File: src/rtl/fetch_unit_if.sv
// rtl/fetch_unit_if.sv - instruction memory request/response bus
interface fetch_unit_if;
    logic        imem_req;
    logic [31:0] imem_addr;
    logic        imem_ready;
    logic [31:0] imem_rdata;

    modport master (
        output imem_req,
        output imem_addr,
        input  imem_ready,
        input  imem_rdata
    );

    modport slave (
        input  imem_req,
        input  imem_addr,
        output imem_ready,
        output imem_rdata
    );
endinterface

File: src/rtl/fetch_unit.sv
// rtl/fetch_unit.sv - instruction fetch stage with PC, IR and next-PC selection
module fetch_unit #(
    parameter logic [31:0] RESET_PC = 32'h0000_0000
) (
    input  logic                clk,
    input  logic                reset,
    fetch_unit_if.master        imem,
    input  logic                stall,
    input  logic                beq,
    input  logic                bne,
    input  logic                jump,
    input  logic                zero,
    output logic [31:0]         instr,
    output logic [5:0]          opcode,
    output logic [5:0]          funct,
    output logic                instr_valid,
    output logic [31:0]         pc,
    output logic [31:0]         pc_plus4,
    output logic [15:0]         retire_count
);
    localparam logic [31:0] PC_INIT = RESET_PC & ~32'h3;

    typedef enum logic [1:0] {
        IDLE  = 2'd0,
        FETCH = 2'd1,
        HOLD  = 2'd2
    } state_t;

    state_t      state;
    state_t      state_next;
    logic [31:0] ir;
    logic [31:0] next_pc;
    logic [31:0] jump_target;
    logic [31:0] branch_target;
    logic        taken;
    logic        load_ir;
    logic        retire;

    always_ff @(posedge clk) begin
        if (reset) begin
            state        <= IDLE;
            pc           <= PC_INIT;
            ir           <= 32'h0;
            retire_count <= 16'h0;
        end else begin
            state <= state_next;
            if (load_ir) begin
                ir <= imem.imem_rdata;
            end
            if (retire) begin
                pc           <= next_pc;
                retire_count <= retire_count + 16'd1;
            end
        end
    end

    always_comb begin
        state_next    = state;
        imem.imem_req = 1'b0;
        instr_valid   = 1'b0;
        load_ir       = 1'b0;
        retire        = 1'b0;
        case (state)
            IDLE: begin
                state_next = FETCH;
            end
            FETCH: begin
                imem.imem_req = 1'b1;
                if (imem.imem_ready) begin
                    load_ir    = 1'b1;
                    state_next = HOLD;
                end
            end
            HOLD: begin
                instr_valid = 1'b1;
                if (!stall) begin
                    retire     = 1'b1;
                    state_next = FETCH;
                end
            end
            default: begin
                state_next = IDLE;
            end
        endcase
    end

    // Branch/jump flags only matter through next_pc, which is consumed solely on retire.
    assign pc_plus4      = pc + 32'd4;
    assign jump_target   = {pc_plus4[31:28], ir[25:0], 2'b00};
    assign branch_target = pc_plus4 + {{14{ir[15]}}, ir[15:0], 2'b00};
    assign taken         = (beq & zero) | (bne & ~zero);

    always_comb begin
        next_pc = pc_plus4;
        if (jump) begin
            next_pc = jump_target;
        end else if (taken) begin
            next_pc = branch_target;
        end
    end

    assign imem.imem_addr = pc;
    assign instr          = ir;
    assign opcode         = ir[31:26];
    assign funct          = ir[5:0];
endmodule

File: src/flat_wrapper.sv
// flat-port wrapper written by rule: the top's interface ports become plain ports
module fetch_unit_flat 
#(
    parameter logic [31:0] RESET_PC = 32'h0000_0000
)
  (clk, reset, stall, beq, bne, jump, zero, instr, opcode, funct, instr_valid, pc, pc_plus4, retire_count, imem_imem_req, imem_imem_addr, imem_imem_ready, imem_imem_rdata);
  fetch_unit_if imem_i ();
  input  logic clk;
  input  logic reset;
  input  logic stall;
  input  logic beq;
  input  logic bne;
  input  logic jump;
  input  logic zero;
  output logic [31:0] instr;
  output logic [5:0] opcode;
  output logic [5:0] funct;
  output logic instr_valid;
  output logic [31:0] pc;
  output logic [31:0] pc_plus4;
  output logic [15:0] retire_count;
  output wire logic [$bits(imem_i.imem_req)-1:0] imem_imem_req;
  output wire logic [$bits(imem_i.imem_addr)-1:0] imem_imem_addr;
  input wire logic [$bits(imem_i.imem_ready)-1:0] imem_imem_ready;
  input wire logic [$bits(imem_i.imem_rdata)-1:0] imem_imem_rdata;
  assign imem_imem_req = imem_i.imem_req;
  assign imem_imem_addr = imem_i.imem_addr;
  assign imem_i.imem_ready = imem_imem_ready;
  assign imem_i.imem_rdata = imem_imem_rdata;
  fetch_unit #(.RESET_PC(RESET_PC)) u_core (.clk(clk), .reset(reset), .imem(imem_i), .stall(stall), .beq(beq), .bne(bne), .jump(jump), .zero(zero), .instr(instr), .opcode(opcode), .funct(funct), .instr_valid(instr_valid), .pc(pc), .pc_plus4(pc_plus4), .retire_count(retire_count));
endmodule
File: config.mk
export PLATFORM = sky130hd
export DESIGN_NAME = fetch_unit_flat
export DESIGN_NICKNAME = d
export VERILOG_FILES = /design/src/rtl/fetch_unit_if.sv /design/src/rtl/fetch_unit.sv /design/src/flat_wrapper.sv
export SDC_FILE = /design/constraint.sdc
export NUM_CORES = 1
export LEC_CHECK = 0
export CORE_MARGIN = 2
export CORE_UTILIZATION = 43
export CTS_CLUSTER_SIZE = 12
export DETAILED_ROUTE_END_ITERATION = 10
export PLACE_DENSITY = 0.76
export SETUP_SLACK_MARGIN = 0.1
export SLEW_MARGIN = 25
export SYNTH_ARGS = -nofsm -noshare
export SYNTH_HDL_FRONTEND = slang
export SYNTH_SLANG_ARGS = --single-unit
File: constraint.sdc
create_clock -name clk -period 3.48 [get_ports clk]
set_input_delay 0.696 -clock clk [delete_from_list [all_inputs] [get_ports clk]]
set_output_delay 0.696 -clock clk [all_outputs]
set_load 0.01 [all_outputs]
# Yosys cells after proc, flatten, opt, wreduce, memory -nomap -nowiden

Cells that the tools add are included.

Output and inout bits: 158
Flip-flop bits (word level): 82
Word-level logic and storage cells: 28

Muxes and demuxes: 11
Reductions and logical operators: 2
Eq/ne operators: 4
Bitwise gates (word level): 4
Add/sub/neg operators: 3

Operator list:

| operator                                             | count |
|---|---|
| two-way mux 32 bit                                   | 2 |
| adder 32 x 3 -> 32 bit (second input constant)       | 1 |
| adder 32 bit                                         | 1 |
| adder 16 x 1 -> 16 bit (second input constant)       | 1 |
| two-way mux 1 bit                                    | 6 |
| case mux 2 bit (3 select lines)                      | 1 |
| two-way mux 2 bit                                    | 2 |
| != test 2 bit (second input constant)                | 2 |
| bitwise AND 1 bit                                    | 2 |
| equality test 2 x 1 -> 1 bit (second input constant) | 1 |
| equality test 2 bit (second input constant)          | 1 |
| zero test 2 bit                                      | 1 |
| AND reduction 2 bit                                  | 1 |
| inverter 1 bit                                       | 1 |
| bitwise OR 1 bit                                     | 1 |

# Logic depth before layout (Yosys ltp)

Gate-level depths: netlist of run 1.

Word-level depth: 5
Gate-level depth with buffers: 17
Depth with buffers taken out: 15

# Worst setup path after synthesis of run 1

No wires, ideal clock.

Path kind: reg-to-reg
From: reg u_core.pc[2], in the netlist u_core.imem.imem_addr[2]
To: reg u_core.pc[31], in the netlist u_core.imem.imem_addr[31]
Clock period less this slack: 3.855 ns
Required time: 3.345 ns
Stages on the path, launching flop included: 16
Arrival time: 3.720 ns
Buffers on the path: 2
Library setup time: 0.135 ns
Path slack: -0.375 ns
Path through: dfxtp_1 ha_1 and4_4 nand4_4 or3_1 buf_6 nor2_1 xor2_1 ha_1 clkbuf_1 a21oi_1 o21ai_0 a311o_1 o311a_1 a41oi_1 o2111ai_1

Cells in the longest elaborated chain, start to end: 4

Ends and longest elaborated chain:

| element                | line               | text |
|---|---|---|
| from (decl)            | fetch_unit.sv:17   | `output logic [31:0] pc,` |
| from (signal assigned) | fetch_unit.sv:51   | `pc <= next_pc;` |
| adder 32 x 3 -> 32 bit | fetch_unit.sv:88   | `assign pc_plus4 = pc + 32'd4;` |
| via pc_plus4[26]       | flat_wrapper.sv:20 | `output logic [31:0] pc_plus4;` |
| adder 32 bit           | fetch_unit.sv:90   | `assign branch_target = pc_plus4 + {{14{ir[15]}}, ir[15:0], 2'b00};` |
| two-way mux 32 bit     | fetch_unit.sv:97   | `end else if (taken) begin` |
| two-way mux 32 bit     | fetch_unit.sv:95   | `if (jump) begin` |

The timed path passes the listed nets, and every way through them passes these cells.
A chain may end at the register's enable or synchronous reset.

# Worst setup path in the final report of run 1

From: reg u_core.pc[3], in the netlist u_core.imem.imem_addr[3]
To: reg u_core.pc[31], in the netlist u_core.imem.imem_addr[31]

Cells in the longest elaborated chain, start to end: 4

Ends and longest elaborated chain:

| element                    | line |
|---|---|
| adder 32 x 3 -> 32 bit (*) | fetch_unit.sv:88 |
| adder 32 bit               | fetch_unit.sv:90 |
| two-way mux 32 bit         | fetch_unit.sv:97 |
| two-way mux 32 bit (*)     | fetch_unit.sv:95 |

Mark *: on every way between the ends. The rest lies on a longest branch, timed or not.

==> results of run 1 <==
==> kinds of logic (layout without fill, tap and decap cells) <==
logic type               after synthesis  count (layout)  share of synthesized area
AND/OR/NAND/NOR                      300             300                     0.2280
AO/OA/AOI/OAI                        221             221                     0.2354
buffers and inverters                 97             346                    0.09223
flip-flops                            80              80                     0.2653
XOR/XNOR                              61              61                    0.08974
adder cells (fa/ha/maj)               38              38                    0.08000
multiplexers                           5               5                   0.008705
other                                  1               6                  0.0006212
==> power groups by stage <==
stage	Clock [mW]	Sequential, mW	Combinational (mW)
after floorplan	0	0.995	0.205
after global placement	0	0.988	0.407
after detailed placement	0	0.989	0.410
after CTS	1.08	0.969	0.420
after global routing	1.12	0.974	0.474
final	1.07	0.971	0.443
==> state kept, by name, summed over array words and instances (netlist names) <==
signal and flops:
u_core.instr 32, u_core.retire_count 16, u_core.imem.imem_addr 30, u_core.state 2
==> final timing paths <==
check / end / slack [ns] / start
max reg2reg: u_core.imem.imem_addr[31] / -0.02 / u_core.imem.imem_addr[3]
min: u_core.instr[26] / 0.47 / u_core.instr[26]
max: u_core.imem.imem_addr[31] / -0.02 / u_core.imem.imem_addr[3]
min reg2reg: u_core.instr[26] / 0.47 / u_core.instr[26]
==> stage by stage <==
| step | area [um2] | setup TNS, ns | utilization | power, mW | setup WS (ns) |
|---|---|---|---|---|---|
| 2_1_floorplan | 6269 | 0 | - | 1.200 | 0.07129 |
| 3_3_place_gp | 8681 | -0.03728 | 0.6303 | 1.395 | -0.02275 |
| 3_5_place_dp | 8681 | -0.04694 | 0.6303 | 1.399 | -0.04694 |
| 4_1_cts | 9250 | -0.02791 | 0.6716 | 2.470 | -0.02791 |
| 5_1_grt | 9682 | -0.4072 | 0.7029 | 2.571 | -0.1102 |
| 6_report | 9682 | -0.02029 | 0.7029 | 2.488 | -0.02029 |
==> tightest hold or removal path: cells and delay by family (launching register included) <==
kind	cells	cell delay, ns
and+or+nand+nor	1	0.05
AOI/OAI and AO/OA	1	0.05
DFF	1	0.32
==> layer usage <==
| layer | GRT usage | up-vias |
|---|---|---|
| li1 | - | 3282 |
| met1 | 0.3751 | 3333 |
| met2 | 0.4854 | 331 |
| met3 | 0.05204 | 59 |
| met4 | 0.1207 | 0 |
| met5 | 0 | - |
==> final cells by class <==
type                       count  share of cell area
clock buffer                  10             0.02585
clock inverter                 6            0.007883
inverter                      12            0.004652
multi-input combinational    631              0.4717
sequential                    80              0.1683
tap                          180             0.02326
timing repair buffer         318              0.2984
==> timing repair <==
action,CTS,global route
gates resized for setup,34,66
endpoints found under the hold margin,0,0
pin swaps,26,46
buffers inserted,12,9
setup endpoints to repair,12,20
==> cell usage in the layout (no fill, tap or decap), drive strengths merged, types with 10 or more instances in the layout <==
cell           netlist  routed
xnor2               32      32
ha                  37      37
dfxtp               80      80
o21ai               34      34
inv                 11      16
nand2              149     149
clkbuf              33      10
o211ai              19      19
nand3               21      21
clkdlybuf4s50        0     183
nor2                60      60
a21oi               96      96
and3                13      13
xor2                29      29
nand4               13      13
buf                 52     128
==> cell usage after synthesis, types with 11 or more instances <==
library cell / n
clkbuf_1: 33
o211ai_1: 18
xnor2_1: 32
nor2_1: 59
buf_4: 49
ha_1: 37
a21oi_1: 96
xor2_1: 28
dfxtp_1: 80
nand4_1: 12
nand2_1: 149
and3_1: 13
inv_1: 11
nand3_1: 21
o21ai_0: 28
==> metrics list, run 1 <==
- Area Overhead vs Synth: 60.37%
- Total GRT Usage: 0.2929
* Final std cells w/o fill: 1237
- Largest delay share family, worst path: compound AO/OA/AOI/OAI gates
- Residual DRC count: 0
* Instance count on the critical path: 15
- At the pin with the least slew margin, the transition time is 0.7896 ns.
- Clock tree from TritonCTS: done
* Static leakage: 3.861 nW
- In this design, the stage delay of the slowest critical-path cell is 0.40 ns.
- The final route contains 7005 vias.
* N_diodes: 0
- Worst hold stages: 2
- The die covers 0.01500 mm2.
* Count of flip-flops with a built-in enable after synthesis: 0
- Summed over all nets, wire length on met3 after detailed routing comes to 1835 um.
- Fraction of registers with async set/reset: 0
- During synthesis, Yosys emitted a total of 0 warnings.
- Number of distinct library cells after synthesis: 77
- Clock edge transition at the registers on the reported setup and hold paths: 0.07 ns
- STA puts the critical path data required time at 3.70 ns.
* Setup-failing EPs final: 1
- Clk_lat worst skew: 0.36 ns
- Row generation in the floorplan step produced 43 rows.
- Number of buffers inserted by port buffering: 191
- Multi-input combinational cell area: 0.004567 mm2
* Maximum number of pins on one net before global-route repair: 35
- The routed design could run at a clock period as short as 3.500 ns.
- Max-slew headroom: 0.4729
- Using the TritonRoute via totals, the vias-per-cell ratio works out to 5.663.
- Final weighted congestion in routability-driven placement: 0.9761
- Worst path arrival time: 3.72 ns
- After detailed routing, the average wire length per cell comes to 18.47 um.
- Clock share of power: 0.432
- Area contributors post-synth: dfxtp_1 (27%), nand2_1 (9.3%), a21oi_1 (8.0%), ha_1 (7.7%), buf_4 (6.1%)
* Uppermost metal layer occupied by signal nets: met4
- Fillcell total: 1074
- The share of total power dissipated in combinational logic is 0.178.
* DR pass1 iterations: 4
- Of the cells placed in the final design, the portion with a size suffix greater than 1 is 0.2526.
* Failing checks: negative setup slack
- The floorplan step defined a core boundary enclosing 0.01377 mm2.
* Final-stage net count: 1130
- The total overflow left after global routing is 0.
* Power Internal: 1.765 mW
- Post-cts hold buffer count: 0
- Across the run, the number of max-cap violations was 0.
* CP max-delay cell: o311a_1
* Antenna violations before repair: 0
- The run finished, with violations left.
- Across all hold checks on the routed design, the worst slack comes to 0.4716 ns.
- The signal on the critical path passes through ha_4 > and4_4 > nand4_4 > or3_4 > buf_6 > nor2_4 > xor2_2 > ha_4 > buf_4 > a21oi_2 > o21ai_2 > a311o_1 > o311a_1 > a31oi_1 > o2111ai_2.
- Synthesis produced a netlist whose cell count is 803.
- Initial core utilization: 0.4383
- Counting flops and latches in the post-synthesis netlist gives 80.
* Post-route clock skew: 0.006809 ns
* Worst vdd rail ir drop: 0.0002502 V
- CTS built an H-tree with a depth of 3.
* P_sw: 0.7232 mW
* Kind of start point of the critical path: flip-flop
- Sequential share of power: 0.390
* Final period util: 1.006
- Power per cell area: 257.0 mW/mm2
- The synthesized netlist occupies a cell area of 0.006037 mm2.
* Half-perimeter wire length of the detailed placement result: 15720 um
* Vertical die dimension: 122.5 um
- Measured in cells, the most critical reg-to-reg path has a length of 15.
- Of all nets on the critical path, the largest fanout is 10.
* Number of clock buffers inserted by TritonCTS: 9
* Kind of end point of the critical path: flip-flop
- Library cell occupying the most area in the post-synthesis netlist: dfxtp_1
- Number of clock sinks seen by CTS: 80
- Met1 wire length: 9325 um
* Setup slack after layout: -0.02029 ns
- Setup repair after global routing could not meet its margin everywhere.
- The most used flip-flop cell after synthesis is dfxtp_1.
- Achievable clock frequency: 285.7 MHz
- Buf/Inv on CP: 2
- In this run the deepest clock path goes through 2 buffers.
* Post-Syn Area per Cell: 7.518 um2
- The most numerous cell type found on the critical path is ha_4.
* Total count of max-transition violations in the final report: 0
- Ports: 198
- Number of global-route vias before repair: 6641
- After detailed routing, the met2 layer carries 10900 um of wire.
* Clock root cell: clkbuf_16
- Seq/Total Area, Yosys: 0.2653
- The detail route stage leaves a number of antenna-violating nets equal to 0.
- Global-route wire length before repair: 34390 um
- Registers take 0.001629 mm2.
* Horiz. Die Dim: 122.5 um
* Switch share: 0.2907
* Count of final hold-check violations: 0
- For this block, the routed nets add up to 22840 um of wire.
- The detailed router finished its first iteration with 503 violations.
- The worst setup path is of the reg -> reg kind.
- The tightest min-delay check is of the reg -> reg type.
- The share of synthesized area in the top cell type comes to 0.2653.
- In this run, placement finished with an instance count of 1200.
No activity file was read; power rests on OpenSTA's default activity.
==> run 2, diff against run 1 <==
--- a/config.mk
+++ b/config.mk
@@ -5,13 +5,15 @@
 export SDC_FILE = /design/constraint.sdc
 export NUM_CORES = 1
 export LEC_CHECK = 0
+export CELL_PAD_IN_SITES_DETAIL_PLACEMENT = 1
+export CELL_PAD_IN_SITES_GLOBAL_PLACEMENT = 1
 export CORE_MARGIN = 2
-export CORE_UTILIZATION = 43
+export CORE_UTILIZATION = 30
 export CTS_CLUSTER_SIZE = 12
 export DETAILED_ROUTE_END_ITERATION = 10
-export PLACE_DENSITY = 0.76
+export PLACE_DENSITY = 0.75
 export SETUP_SLACK_MARGIN = 0.1
-export SLEW_MARGIN = 25
+export SLEW_MARGIN = 30
 export SYNTH_ARGS = -nofsm -noshare
 export SYNTH_HDL_FRONTEND = slang
 export SYNTH_SLANG_ARGS = --single-unit
==> run 2 against run 1 <==
Worst setup slack better by 0.031 ns; highest routed layer is now met5; maximum frequency grew 0.90%; first-iteration DRC count is 23% lower; clock power shrank 6%; clock-buffer cell count is the same; global-route usage is 6.0 points lower; register-to-register slack improved by 0.03 ns; sequential power about the same; via count up 0.71%; hold slack better by 0.0056 ns; sequential share of layout area is 0.33 points lower; the run now ends clean; wire length is 15% higher.
==> metrics list, run 2 (synthesis results as in run 1) <==
* Final std cells w/o fill: 1334
- Maximum number of pins on one net before global-route repair: 34
- After clock tree synthesis, the clock-pin slew on the worst setup and hold paths is 0.08 ns.
- Of the total power, the share spent switching nets is 0.3084.
* Fin Hold WS: 0.4772 ns
- Placement row count: 51
- TritonCTS built the clock tree.
- Residual DRC count: 0
* Fraction of layout cells with a size suffix above 1: 0.2601
- For the finished layout, the period the worst path requires is 3.469 ns.
- Horiz. Die Dim: 145.9 um
- Part of the total power dissipated in combinational logic: 0.189
- Across the VDD grid, the largest voltage drop is 0.0002160 V.
- Achievable clock frequency: 288.3 MHz
* Final period util: 0.9968
- Final weighted congestion in routability-driven placement: 0.9481
- Total Negative Setup Slacks: 0 ns
* Clock share of power: 0.414
- Initial core utilization: 0.3082
* Maximum fanout along the worst path: 6
* Ports: 198
- Relative to the synthesized area, the layout overhead comes to 63.67%.
* Required time of the critical path: 3.72 ns
- Max Root-Sink Buffers: 2
- Clk_lat worst skew: 0.36 ns
* Setup-failing EPs final: 0
- The final layout contains 1142 nets.
- Post-route clock skew: 0.01486 ns
* Post-layout power: 2.441 mW
- Class of the tightest hold or removal check: reg -> reg
- DR pass1 iterations: 5
- The analysis attributes to net switching a power of 0.7528 mW.
* Number of clock sinks seen by CTS: 80
- Clock root cell: clkbuf_16
- For the pin with the worst max-slew slack, the measured transition is 0.9600 ns.
- The number of buffers and inverters on the critical path is 1.
* Vertical die dimension: 145.9 um
* Core outline area: 0.01959 mm2
- Max-slew headroom: 0.3576
- Total count of max-transition violations in the final report: 0
- The number of global-route vias before repair was 7217.
- The library cell used most frequently in the layout, excluding fill and tap cells, is clkdlybuf4s50_1.
- After detailed routing, the total wire length is 26360 um.
- After legalization and detailed placement, the total HPWL measured 18980 um.
* Global-route wire length before repair: 39900 um
* Power per cell area: 247.0 mW/mm2
- Among all stages on the critical path, the largest delay is contributed by or3_4.
- Number of clock buffers inserted by TritonCTS: 9
* RSZ-0062 raised after global routing: yes
- Full die area: 0.02127 mm2
* Commonest cells after routing, fill and taps aside: clkdlybuf4s50_1 (184), nand2_1 (145), buf_4 (135)
* Worst-path cell chain: ha_4 > and4_4 > nand4_4 > or3_4 > buf_8 > nor3_4 > xor2_2 > ha_4 > nand3_4 > or3_4 > nor3b_4 > a2111oi_4 > or2_4 > a41oi_2 > o2111ai_1
* Antenna violations before repair: 1
- Largest delay share family, worst path: simple AND/OR/NAND/NOR gates
- H-tree level count: 3
- Kind of start point of the critical path: flip-flop
- In this run the static leakage power is 3.909 nW.
* Routed wire per std cell: 19.76 um
- For this block, the via count after detailed routing is 7055.
- On the worst path, the slowest cell contributes a delay of 0.38 ns.
- The number of antenna diodes in the final layout is 0.
- Sequential share of power: 0.397
* Average vias per placed instance: 5.289
- Leftover overflow at the end of global routing: 0
* Class of the most critical setup path: reg -> reg
- Post-cts hold buffer count: 0
- For this run, the total global-route usage over all layers was measured as 0.2332.
- Number of flip-flops in the largest register: 32
- The final hold violation count is 0.
* Worst path arrival time: 3.71 ns
* Remaining antenna violation count after routing: 0
* Outcome: finished clean
* Power Internal: 1.688 mW
- In this run the tool buffered the top-level ports with 191 buffer cells.
- Kind of end point of the critical path: flip-flop
- In this run, placement finished with an instance count of 1303.
- The detailed router finished its first iteration with 387 violations.
* Max-cap violations: 0
## run 2: cell types whose count changed in the layout (fill, tap and decap cells not counted), moves of 2 or more
cell,delta
nand3_1,-2
nand2_2,-2
dlygate4sd2_1,-2
xnor2_1,+4
buf_6,-5
xnor2_4,+2
inv_8,-2
xor2_2,-2
xnor2_2,-6
buf_4,+15
## run 2: metal layers
metal / share of wire / track usage
met1: 0.43 / 0.3044
met2: 0.48 / 0.3882
met3: 0.070 / 0.05016
met4: 0.022 / 0.06520
met5: 0.00049 / 0
## run 2: layout make-up
type | instances | area [um2]
clock buffer | 10 | 250.2
clock inverter | 6 | 47.55
fill | 2321 | 9709
inverter | 12 | 45.04
multi-input combinational | 631 | 4591
sequential | 80 | 1630
tap | 265 | 331.6
timing repair buffer | 330 | 2985
## run 2: per-stage QoR
stage	instance area (um2)	util	setup slack [ns]
2_1_floorplan	6269	-	0.07129
3_3_place_gp	8935	0.4561	-0.06746
3_5_place_dp	8935	0.4561	-0.1866
4_1_cts	9405	0.4801	0.003547
5_1_grt	9881	0.5044	-0.08327
6_report	9881	0.5044	0.01097
## run 2: final timing paths
kind	startpoint	to	slack [ns]	cells after the start
max	u_core.imem.imem_addr[3]	u_core.imem.imem_addr[31]	0.01	15
min	u_core.instr[24]	u_core.instr[24]	0.48	2
max reg2reg	u_core.imem.imem_addr[3]	u_core.imem.imem_addr[31]	0.01	15
min reg2reg	u_core.instr[24]	u_core.instr[24]	0.48	2
## run 2: worst register-to-register path: cells and delay by family, from the launching register on
| kind | cells | cell delay, ns |
|---|---|---|
| fa+ha+maj | 2 | 0.36 |
| simple gates | 8 | 1.85 |
| buf+inv | 1 | 0.16 |
| flops | 1 | 0.36 |
| xor+xnor | 1 | 0.26 |
| compound gates | 3 | 0.37 |
## run 2: what timing repair did
| item | CTS | global route |
|---|---|---|
| setup buffers | 5 | 10 |
| endpoints found under the setup margin | 13 | 21 |
| resized for setup | 29 | 70 |
| pin swaps | 18 | 53 |
## run 2: power groups by stage
stage	sequential, mW	combinational, mW	clock [mW]
finish	0.969	0.460	1.01
global route	0.973	0.494	1.05
CTS	0.968	0.441	1.02
detailed placement	0.989	0.432	0
global placement	0.988	0.423	0
floorplan	0.995	0.205	0
==> run 3, diff against run 2 <==
--- a/config.mk
+++ b/config.mk
@@ -8,12 +8,14 @@
 export CELL_PAD_IN_SITES_DETAIL_PLACEMENT = 1
 export CELL_PAD_IN_SITES_GLOBAL_PLACEMENT = 1
 export CORE_MARGIN = 2
-export CORE_UTILIZATION = 30
+export CORE_UTILIZATION = 36
+export CTS_CLUSTER_DIAMETER = 80
 export CTS_CLUSTER_SIZE = 12
 export DETAILED_ROUTE_END_ITERATION = 10
-export PLACE_DENSITY = 0.75
+export PLACE_DENSITY = 0.84
 export SETUP_SLACK_MARGIN = 0.1
 export SLEW_MARGIN = 30
 export SYNTH_ARGS = -nofsm -noshare
 export SYNTH_HDL_FRONTEND = slang
 export SYNTH_SLANG_ARGS = --single-unit
+export TNS_END_PERCENT = 20
==> constraint.sdc (replaced) <==
create_clock -name clk -period 4.13 [get_ports clk]
set_input_delay 0.826 -clock clk [delete_from_list [all_inputs] [get_ports clk]]
set_output_delay 0.826 -clock clk [all_outputs]
set_load 0.01 [all_outputs]
==> run 3 against run 2 <==
Wire length fell by 14%; via count fell by 8.3%; die area fell by 16%; non-clock buffer count fell by 113; clock skew fell by 0.0064 ns; sequential power fell by 15%; power fell by 18%; sequential share of layout area rose by 2.9 points; clock-buffer cell count fell by 1; hold slack improved by 0.0026 ns; final area fell by 16%.
==> metrics list, run 3 (synthesis results as in run 1) <==
- Outcome: finished clean
* Placement row count: 47
* Max-slew headroom: 0.5115
- Number of buffers inserted by port buffering: 191
- Ports: 198
- Number of global-route vias before repair: 6663
- The floorplan step set the die height to 133.5 um.
- H-tree level count: 3
- Required time of the critical path: 4.38 ns
- The design draws 2.011 mW.
- TritonCTS built the clock tree.
- Max Root-Sink Buffers: 2
- Worst path arrival time: 4.16 ns
- The core region is 0.01647 mm2.
* N_diodes: 0
- Count of final hold-check violations: 0
- Clk_lat worst skew: 0.36 ns
* Leftover overflow at the end of global routing: 0
- Clock root cell: clkbuf_16
- After routing, the total negative slack on setup checks comes to 0 ns.
* Final-stage net count: 1029
- For this design the ratio of total power to cell area is 243.6 mW/mm2.
- Total count of max-transition violations in the final report: 0
- The clock net in this run drives a total of 80 sinks.
* Setup-failing EPs final: 0
* Total GRT Usage: 0.2565
* Final period util: 0.9465
- Commonest cells after routing, fill and taps aside: clkdlybuf4s50_1 (190), nand2_1 (149), a21oi_1 (96)
- Hold is met by 0.4798 ns.
- After clock tree synthesis, the flow added hold-fix buffers numbering 0.
- The number of gates resized after CTS was 0.
- Class of the tightest hold or removal check: reg -> reg
- Vias: 6466
* Final weighted congestion in routability-driven placement: 0.9479
- DR pass1 iterations: 4
- Antenna violations before repair: 1
- Area Overhead vs Synth: 36.75%
* Full die area: 0.01782 mm2
- Setup repair after global routing could not meet its margin everywhere.
- Post-route standard cell area excluding fillers: 0.008255 mm2
* Largest stage delay on the critical path: 0.46 ns
* Residual DRC count: 0
- For the finished layout, the period the worst path requires is 3.909 ns.
* Remaining antenna violation count after routing: 0
- In the final routed layout, each cell accounts on average for 19.35 um.
- For this block, the routed nets add up to 22760 um of wire.
- The initial utilization of the core area, before any placement, comes to 0.3666.
- CP max-delay cell: dfxtp_1
- Using the TritonRoute via totals, the vias-per-cell ratio works out to 5.498.
- Measured on the finished design, the core utilization comes to 0.5014.
- Most common library cell in the layout ignoring fill and taps: clkdlybuf4s50_1
- Between clock sinks in the finished design, the worst skew comes to 0.008480 ns.
* Initial drt markers: 369
* Fraction of layout cells with a size suffix above 1: 0.07636
- The wire-length estimate of the detail-placed layout is 17000 um.
- Clock edge transition at the registers on the reported setup and hold paths: 0.07 ns
* Number of flip-flops in the largest register: 32
- By startpoint and endpoint, the worst setup path is classified as reg -> reg.
* Worst vdd rail ir drop: 0.0001953 V
- At the placement stage, the worst setup path has a slack of 0.2057 ns.
- Kind of start point of the critical path: flip-flop
* Number of clock buffers inserted by TritonCTS: 9
- Max-cap violations: 0
* Global-route wire length before repair: 36210 um
- Setup slack after layout: 0.2212 ns
* Transition time at the pin with the least slew margin: 0.7319 ns
* Placed cell count: 1160
* Kind of end point of the critical path: flip-flop
- Static timing analysis puts the maximum clock frequency at 255.8 MHz.
- Static leakage: 3.055 nW
* Placed instance area: 0.007930 mm2
- The finished layout holds 1176 standard cells, fillers aside.
- In this run the post-CTS setup repair buffer count came out at 0.
* Maximum number of pins on one net before global-route repair: 41
* Horiz. Die Dim: 133.5 um
* Worst-path cell chain: and3_1 > nand3_1 > nor2_1 > and3_1 > xor2_1 > ha_1 > a21o_1 > a31o_1 > a211oi_1 > a21boi_2 > o21ai_1 > or3_1 > a21o_1 > a32o_1
- Maximum fanout along the worst path: 8
-- run 3: changes by cell type in the layout (fill, tap and decap cells not counted), sizes merged --
cell,change
buf,-113
bufinv,+1
clkbuf,-1
clkdlybuf4s50,+6
clkinvlp,+1
dlygate4sd2,-2
dlymetal6s2s,-4
inv,-1
-- run 3: cell type report --
cell class,count,area [um2]
clock buffers,9,225.2
clock inverters,7,80.08
fillers,2045,8210
inverters,12,45.04
multi-input cells,631,3924
flip-flops and latches,80,1604
well taps,220,275.3
repair buffers,217,2102
-- run 3: final timing paths --
path	startpoint	endpoint	slack, ns	cells past startpoint
worst max register to register	u_core.imem.imem_addr[5]	u_core.imem.imem_addr[26]	0.22	14
worst max-delay path	u_core.imem.imem_addr[5]	u_core.imem.imem_addr[26]	0.22	14
worst min register to register	u_core.instr[28]	u_core.instr[28]	0.48	2
worst min-delay path	u_core.instr[28]	u_core.instr[28]	0.48	2
-- run 3: power breakdown --
part | switching [mW] | total [mW] | internal, mW
Clock | 0.381 | 0.857 | 0.475
Combinational | 0.182 | 0.334 | 0.151
Sequential | 0.0289 | 0.821 | 0.792
-- run 3: critical path, delay by kind of cell (launching register included) --
family / cells / cell delay (ns)
DFF: 1 / 0.46
adders and majority gates: 1 / 0.37
xor gates and xnor gates: 1 / 0.25
AOI/OAI and AO/OA: 7 / 1.44
and+or+nand+nor: 5 / 1.29
-- run 3: routing by layer --
| layer | routed length [um] | GRT usage |
|---|---|---|
| met3 | 1275 | 0.04642 |
| met4 | 493 | 0.09397 |
| met2 | 11190 | 0.4422 |
| met5 | 0 | 0 |
| met1 | 9798 | 0.3200 |
